==> src/rtl/qpi_psram_if.sv <==
// -----------------------------------------------------------------------------
// qpi_psram_if
//
// Single-word QPI controller for one APS6404-class PSRAM. After reset it
// optionally sends the "enter QPI" command (0x35) in SPI mode, then serves one
// 32-bit read (0xEB) or write (0x38) request at a time from the SoC arbiter.
//
// Ports
//   clk          system clock (48 MHz); sclk runs at clk/2 while active
//   rst          asynchronous, active-high reset
//   addr         byte address, latched on accept
//   wdata        write word, latched on accept, [31:28] shifted out first
//   do_read      read request, sampled while busy=0 (wins over do_write)
//   do_write     write request, sampled while busy=0
//   rdata        read word, first received nibble in [31:28]; held until the
//                next read completes
//   valid        one-clk pulse when a read or write completes
//   busy         high during init and while a transaction is in flight
//   psram_nce    chip enable, active low
//   psram_sclk   serial clock
//   psram_sout   nibble to the pads
//   psram_sin    nibble from the pads
//   psram_oe     1 = drive psram_sout onto the pads
//
// Serial timing: every sclk period is two clk cycles (low phase, then high
// phase). sout/oe/nce only change on the edge that starts a low phase, and sin
// is sampled on the edge that ends a high phase.
// -----------------------------------------------------------------------------
module qpi_psram_if #(
    parameter int READ_WAIT = 6,
    parameter int INIT_QPI  = 1
) (
    input  logic        clk,
    input  logic        rst,
    input  logic [23:0] addr,
    input  logic [31:0] wdata,
    input  logic        do_read,
    input  logic        do_write,
    output logic [31:0] rdata,
    output logic        valid,
    output logic        busy,
    output logic        psram_nce,
    output logic        psram_sclk,
    output logic [3:0]  psram_sout,
    input  logic [3:0]  psram_sin,
    output logic        psram_oe
);

    localparam logic [2:0] ST_INIT = 3'd0;
    localparam logic [2:0] ST_IDLE = 3'd1;
    localparam logic [2:0] ST_CMD  = 3'd2;
    localparam logic [2:0] ST_ADDR = 3'd3;
    localparam logic [2:0] ST_WAIT = 3'd4;
    localparam logic [2:0] ST_DATA = 3'd5;
    localparam logic [2:0] ST_GAP  = 3'd6;

    localparam logic [7:0] CMD_READ  = 8'hEB;
    localparam logic [7:0] CMD_WRITE = 8'h38;

    // 0x35 spread one bit per nibble so that in SPI mode the byte travels
    // MSB-first on sout[0] while sout[3:1] stay 0.
    localparam logic [63:0] INIT_FRAME = 64'h0011_0101_0000_0000;

    localparam logic [4:0] WAIT_LAST = (READ_WAIT > 0) ? 5'(READ_WAIT - 1) : 5'd0;

    // Registered state
    logic [2:0]  state_r;
    logic [4:0]  cnt_r;      // nibble index within the current state
    logic        phase_r;    // 0 = sclk low phase, 1 = sclk high phase
    logic        nce_r;
    logic        sclk_r;
    logic [3:0]  sout_r;
    logic        oe_r;
    logic        valid_r;
    logic        busy_r;
    logic [63:0] tx_r;       // nibbles still to send after the one on sout
    logic        rd_r;       // current transaction is a read
    logic [27:0] shift_r;    // first seven received nibbles of a read
    logic [31:0] rdata_r;

    // Next-state values
    logic [2:0]  state_s;
    logic [4:0]  cnt_s;
    logic        phase_s;
    logic        nce_s;
    logic        sclk_s;
    logic [3:0]  sout_s;
    logic        oe_s;
    logic        valid_s;
    logic        busy_s;
    logic [63:0] tx_s;
    logic        rd_s;
    logic [27:0] shift_s;
    logic [31:0] rdata_s;

    logic [63:0] req_frame_s;
    logic        active_s;
    logic        adv_s;
    logic        finish_s;

    // Complete serial frame for a newly accepted request (read wins a tie)
    always_comb begin
        if (do_read) begin
            req_frame_s = {CMD_READ, addr, 32'h0000_0000};
        end else begin
            req_frame_s = {CMD_WRITE, addr, wdata};
        end
    end

    // sclk is toggling in these states; adv_s marks the end of a high phase
    always_comb begin
        active_s = ((state_r == ST_INIT) && (INIT_QPI != 0) && !nce_r)
                 || (state_r == ST_CMD)  || (state_r == ST_ADDR)
                 || (state_r == ST_WAIT) || (state_r == ST_DATA);
        adv_s    = active_s && phase_r;
    end

    // Sequencer: serial clocking, nibble output, state transitions
    always_comb begin
        state_s  = state_r;
        cnt_s    = cnt_r;
        phase_s  = phase_r;
        nce_s    = nce_r;
        sclk_s   = 1'b0;
        sout_s   = sout_r;
        oe_s     = oe_r;
        valid_s  = 1'b0;
        busy_s   = busy_r;
        tx_s     = tx_r;
        rd_s     = rd_r;
        shift_s  = shift_r;
        rdata_s  = rdata_r;
        finish_s = 1'b0;

        // Common clocking: a low phase turns into a high phase; the end of a
        // high phase presents the next nibble with sclk back low.
        if (active_s) begin
            if (phase_r == 1'b0) begin
                sclk_s  = 1'b1;
                phase_s = 1'b1;
            end else begin
                sclk_s  = 1'b0;
                phase_s = 1'b0;
                sout_s  = tx_r[63:60];
                tx_s    = {tx_r[59:0], 4'h0};
                cnt_s   = cnt_r + 5'd1;
            end
        end else begin
            phase_s = phase_r;
        end

        case (state_r)
            ST_INIT: begin
                if (INIT_QPI == 0) begin
                    state_s = ST_IDLE;
                    busy_s  = 1'b0;
                end else if (nce_r) begin
                    // Open the SPI-mode frame on the first clk after reset
                    nce_s   = 1'b0;
                    oe_s    = 1'b1;
                    phase_s = 1'b0;
                    cnt_s   = 5'd0;
                    sout_s  = INIT_FRAME[63:60];
                    tx_s    = {INIT_FRAME[59:0], 4'h0};
                end else if (adv_s && (cnt_r == 5'd7)) begin
                    finish_s = 1'b1;
                end else begin
                    finish_s = 1'b0;
                end
            end

            ST_IDLE: begin
                if (do_read || do_write) begin
                    state_s = ST_CMD;
                    busy_s  = 1'b1;
                    rd_s    = do_read;
                    nce_s   = 1'b0;
                    oe_s    = 1'b1;
                    phase_s = 1'b0;
                    cnt_s   = 5'd0;
                    sout_s  = req_frame_s[63:60];
                    tx_s    = {req_frame_s[59:0], 4'h0};
                end else begin
                    state_s = ST_IDLE;
                end
            end

            ST_CMD: begin
                if (adv_s && (cnt_r == 5'd1)) begin
                    state_s = ST_ADDR;
                    cnt_s   = 5'd0;
                end else begin
                    state_s = ST_CMD;
                end
            end

            ST_ADDR: begin
                if (adv_s && (cnt_r == 5'd5)) begin
                    cnt_s = 5'd0;
                    if (!rd_r) begin
                        state_s = ST_DATA;
                    end else if (READ_WAIT > 0) begin
                        state_s = ST_WAIT;
                        oe_s    = 1'b0;
                    end else begin
                        state_s = ST_DATA;
                        oe_s    = 1'b0;
                    end
                end else begin
                    state_s = ST_ADDR;
                end
            end

            ST_WAIT: begin
                if (adv_s && (cnt_r == WAIT_LAST)) begin
                    state_s = ST_DATA;
                    cnt_s   = 5'd0;
                end else begin
                    state_s = ST_WAIT;
                end
            end

            ST_DATA: begin
                if (adv_s) begin
                    if (rd_r) begin
                        shift_s = {shift_r[23:0], psram_sin};
                    end else begin
                        shift_s = shift_r;
                    end
                    if (cnt_r == 5'd7) begin
                        finish_s = 1'b1;
                        valid_s  = 1'b1;
                        // The eighth nibble goes straight into rdata
                        if (rd_r) begin
                            rdata_s = {shift_r, psram_sin};
                        end else begin
                            rdata_s = rdata_r;
                        end
                    end else begin
                        finish_s = 1'b0;
                    end
                end else begin
                    shift_s = shift_r;
                end
            end

            ST_GAP: begin
                // nce stays high for two clk before the next request can start
                if (phase_r == 1'b0) begin
                    phase_s = 1'b1;
                end else begin
                    state_s = ST_IDLE;
                    busy_s  = 1'b0;
                    phase_s = 1'b0;
                end
            end

            default: begin
                // Unreachable encoding: release the bus and resynchronise
                state_s = ST_GAP;
                nce_s   = 1'b1;
                oe_s    = 1'b0;
                sout_s  = 4'h0;
                phase_s = 1'b0;
                busy_s  = 1'b1;
            end
        endcase

        // End of a frame: deselect the chip and release the pads together
        if (finish_s) begin
            state_s = ST_GAP;
            nce_s   = 1'b1;
            oe_s    = 1'b0;
            sout_s  = 4'h0;
            sclk_s  = 1'b0;
            cnt_s   = 5'd0;
            phase_s = 1'b0;
        end else begin
            state_s = state_s;
        end
    end

    // State and output registers with asynchronous reset
    always_ff @(posedge clk or posedge rst) begin
        if (rst) begin
            state_r <= ST_INIT;
            cnt_r   <= 5'd0;
            phase_r <= 1'b0;
            nce_r   <= 1'b1;
            sclk_r  <= 1'b0;
            sout_r  <= 4'h0;
            oe_r    <= 1'b0;
            valid_r <= 1'b0;
            busy_r  <= 1'b1;
            tx_r    <= 64'h0;
            rd_r    <= 1'b0;
            shift_r <= 28'h0;
            rdata_r <= 32'h0;
        end else begin
            state_r <= state_s;
            cnt_r   <= cnt_s;
            phase_r <= phase_s;
            nce_r   <= nce_s;
            sclk_r  <= sclk_s;
            sout_r  <= sout_s;
            oe_r    <= oe_s;
            valid_r <= valid_s;
            busy_r  <= busy_s;
            tx_r    <= tx_s;
            rd_r    <= rd_s;
            shift_r <= shift_s;
            rdata_r <= rdata_s;
        end
    end

    assign rdata      = rdata_r;
    assign valid      = valid_r;
    assign busy       = busy_r;
    assign psram_nce  = nce_r;
    assign psram_sclk = sclk_r;
    assign psram_sout = sout_r;
    assign psram_oe   = oe_r;

endmodule

==> config.mk <==
export PLATFORM = sky130hd
export DESIGN_NAME = qpi_psram_if
export DESIGN_NICKNAME = d
export VERILOG_FILES = /design/src/rtl/qpi_psram_if.sv
export SDC_FILE = /design/constraint.sdc
export NUM_CORES = 1
export LEC_CHECK = 0
export BUFFER_PORTS_ARGS = -buffer_cell sky130_fd_sc_hd__buf_2
export CORE_UTILIZATION = 61
export CTS_BUF_LIST = sky130_fd_sc_hd__clkbuf_8 sky130_fd_sc_hd__clkbuf_16
export DETAILED_ROUTE_END_ITERATION = 10
export PLACE_DENSITY = 0.93
export SLEW_MARGIN = 20
export SYNTH_ARGS = -nofsm -noshare
export SYNTH_HDL_FRONTEND = slang
export SYNTH_SLANG_ARGS = --single-unit
==> constraint.sdc <==
create_clock -name clk -period 8.18 [get_ports clk]
set_input_delay 1.227 -clock clk [delete_from_list [all_inputs] [get_ports clk]]
set_output_delay 1.227 -clock clk [all_outputs]
set_load 0.1 [all_outputs]
==> flow_metrics.py <==
metrics = {
    "yosys": {
        "avgSynthCellArea_sq_um": 11.6,
        "synth_area_sq_um": 6390,
        "synth_ff_type": "dfrtp_1",
        "ys_ff_latch": 143,
        "synth_top_area_share_pct": 55.2,
        "synth_cells": 550,
        "synthesis.nets": 618,
        "synth_edf_count": 0,
        "synth_top_area_cell": "dfrtp_1",
        "synthArstFlopShare_pct": 100,
        "synth.area.top_cells": "dfrtp_1 (55%), mux2_2 (11%), mux2i_1 (8.6%)",
        "ys_warn_count": 0,
        "ys_seq_area_share_pct": 56.1,
        "yosysUniqueCellTypes": 48,
    },
    "clock_network": {
        "cts_made_buffers": 17,
        "cts_root_buf": "clkbuf_8",
        "cts.sinks": 143,
        "cts_buffer_depth": 2,
        "htreeDepth": 4,
        "cts_hold_buf": 0,
        "cts_tree": "yes",
        "insertion_delay_ns": 0.53,
        "cts_resized": 0,
        "cts_setup_buffers": 0,
        "path_clk_slew_ns": 0.06,
    },
    "floorplan": {
        "row_count": 36,
        "fp.dieW_microns": 104,
        "die-area_sq_um": 10900,
        "die_h_microns": 104,
        "core_area_sq_um": 9950,
        "ios": 105,
        "initial_core_util_pct": 64.2,
    },
    "timing": {
        "post-route-period-util_pct": 42.7,
        "relSlewSlack_pct": 28.1,
        "slew_violations": 0,
        "final-hold-violation-count": 0,
        "max_slew.worst_pin.slew_ns": 1.08,
        "rsz0062_at_grt": "false",
        "max_freq_mhz": 286,
        "timing.final.crit_period_ns": 3.49,
        "setup_viol": 0,
        "setup_tns_ns": 0,
        "skew_ns": 0.00533,
    },
    "global_routing": {
        "grtUsageTotal_pct": 27.7,
        "grt_max_degree": 74,
        "first_global_vias": 4778,
        "grt_antenna_before_repair": 0,
        "grt-ovfl-total": 0,
        "grt_first_pass_wirelength_mm": 23.6,
    },
    "run": {
        "maxCapViolations": 0,
    },
    "final_layout": {
        "multiInputGateArea_sq_um": 2580,
        "nFillCells": 628,
        "final_cells": 786,
        "final_layout_size_suffix_gt1_share_pct": 32.8,
        "antenna_cells": 0,
        "seq_area_sq_um": 3580,
        "areaGrowthSynthToFinish_pct": 17.2,
        "final_nets": 708,
    },
    "detailed_routing": {
        "ant_nets": 0,
        "avgViaCountPerCell": 5.92,
        "drt-initial-drc-count": 293,
        "totalWireLength_mm": 13.9,
        "vias": 4652,
        "drc_errors": 0,
        "wl_per_cell_microns": 17.6,
        "drt_pre_antenna_iters": 4,
    },
    "place": {
        "place.gp.congestion": 0.868,
        "hpwl_mm": 8.81,
        "place_inst": 754,
        "port-buffer-count": 104,
    },
    "power": {
        "ir_drop_v": 0.000259,
        "power_density_nw_per_um2": 337,
        "p_leak_uw": 0.00378,
    },
    "setup_path": {
        "crit_slowest_cell": "nor3b_1",
        "startpoint_type": "register",
        "crit_fanout": 27,
        "critical_path.max_stage_delay_ns": 0.87,
        "worstPathCellList": "or2_0 -> o21a_1 -> ha_1 -> nor3b_1 -> nand4_1 -> a21oi_1 -> a211oi_1",
        "path_class": "register to register",
        "crit_arrival_ns": 3.88,
        "cp.required_ns": 8.57,
        "endpoint_kind": "register",
    },
    "worst_hold_path": {
        "hp-class": "register to register",
    },
    "outcome": {
        "status": "finished, final reports clean",
    },
}
-- layer usage --
layer / vias up / global-route usage (%) / routed length, microns
met3: 31 / 5.95 / 695
met5: - / 0 / 0
li1: 2124 / - / -
met4: 0 / 10.1 / 281
met1: 2328 / 35.2 / 5800
met2: 169 / 46.6 / 7100
-- state kept, by name, indices dropped and copies added, names as in the netlist --
register    count
rdata          32
shift_r        28
psram_nce       1
rd_r            1
psram_oe        1
phase_r         1
tx_r           64
state_r         3
psram_sclk      1
psram_sout      4
busy            1
valid           1
cnt_r           5
-- kinds of logic after synthesis --
family / Yosys count / synth area share (%)
adder cells (fa/ha/maj): 4 / 0.784
multiplexers: 117 / 19.6
flip-flops: 143 / 56.1
AND/OR/NAND/NOR: 140 / 10.2
AO/OA/AOI/OAI: 101 / 9.25
buffers and inverters: 43 / 3.80
XOR/XNOR: 2 / 0.274
-- where the power goes --
part / internal [uW] / switching, uW / leakage (uW) / total (uW)
combinational: 302 / 524 / 0.00157 / 826
clock: 422 / 319 / 0.000278 / 741
sequential: 833 / 123 / 0.00193 / 956
total: 1560 / 966 / 0.00378 / 2520
-- path summary, 6_finish.rpt --
path,start,end,slack (ns),depth (start not counted)
setup / recovery,state_r[1],cnt_r[3],4.69,7
hold / removal,rdata[29],rdata[29],0.49,1
setup reg to reg,state_r[1],cnt_r[3],4.69,7
hold reg to reg,rdata[29],rdata[29],0.49,1
max in group asynchronous,rst,shift_r[6],6.07,3
min in group asynchronous,rst,rdata[11],0.78,2
-- synthesized netlist by cell type (3+ instances only) --
master,instances
dfrtp_1,141
nand2_1,76
mux2_2,60
o21ai_0,59
mux2i_1,55
buf_2,14
clkbuf_1,13
a21oi_1,11
nand3_1,11
and3_1,9
nor2_1,9
buf_6,8
nand4_1,8
o21ai_1,8
and2_1,5
inv_1,5
nor3_1,5
ha_1,4
or3_1,4
a211oi_1,3
a21o_1,3
a31oi_1,3
clkbuf_2,3
nor3b_1,3
-- layout make-up --
class / instances / area share (%)
clock buffer: 18 / 5.72
clock inverter: 14 / 2.02
inverter: 5 / 0.318
multi-input combinational: 364 / 34.4
sequential: 143 / 47.8
tap: 133 / 2.22
timing repair buffer: 109 / 7.45
-- critical path, delay by kind of cell (launching register included) --
family	cells	cell delay (ns)
adder cells (fa/ha/maj)	1	0.18
AO/OA/AOI/OAI	3	0.80
AND/OR/NAND/NOR	3	1.54
flip-flops	1	0.82
-- layout by cell type, fill, tap and decap left out, types with 3 or more instances in the layout --
master     Yosys  routed
o21ai_1        8       8
nand4_1        8       8
mux2_2        60      60
nor2_1         9       9
inv_6          0       5
nand2_1       76      76
nand3_1       11      11
clkbuf_16      0      16
or3_1          4       4
nor3b_1        3       3
inv_1          5       4
buf_2         14     104
nor3_1         5       4
ha_1           4       4
and3_1         9       8
and2_1         5       5
o21ai_0       59      59
clkinv_4       0       5
buf_4          0       5
a21o_1         3       3
a211oi_1       3       3
mux2i_1       55      55
a21oi_1       11      11
dfrtp_1      141     141
a31oi_1        3       3
-- per-stage QoR --
stage                     power (uW)  hold WS [ns]  setup WS [ns]  utilization, %  instance area [sq um]
after floorplan                 1650         0.454           3.12               -                   6390
after global placement          1740         0.464           5.00            69.4                   6910
after detailed placement        1770         0.481           4.83            69.4                   6910
after CTS                       2520         0.496           4.82            75.2                   7480
after global routing            2650         0.514           4.47            75.2                   7490
final                           2520         0.486           4.69            75.2                   7490
Power figures use the tool's default switching activity.
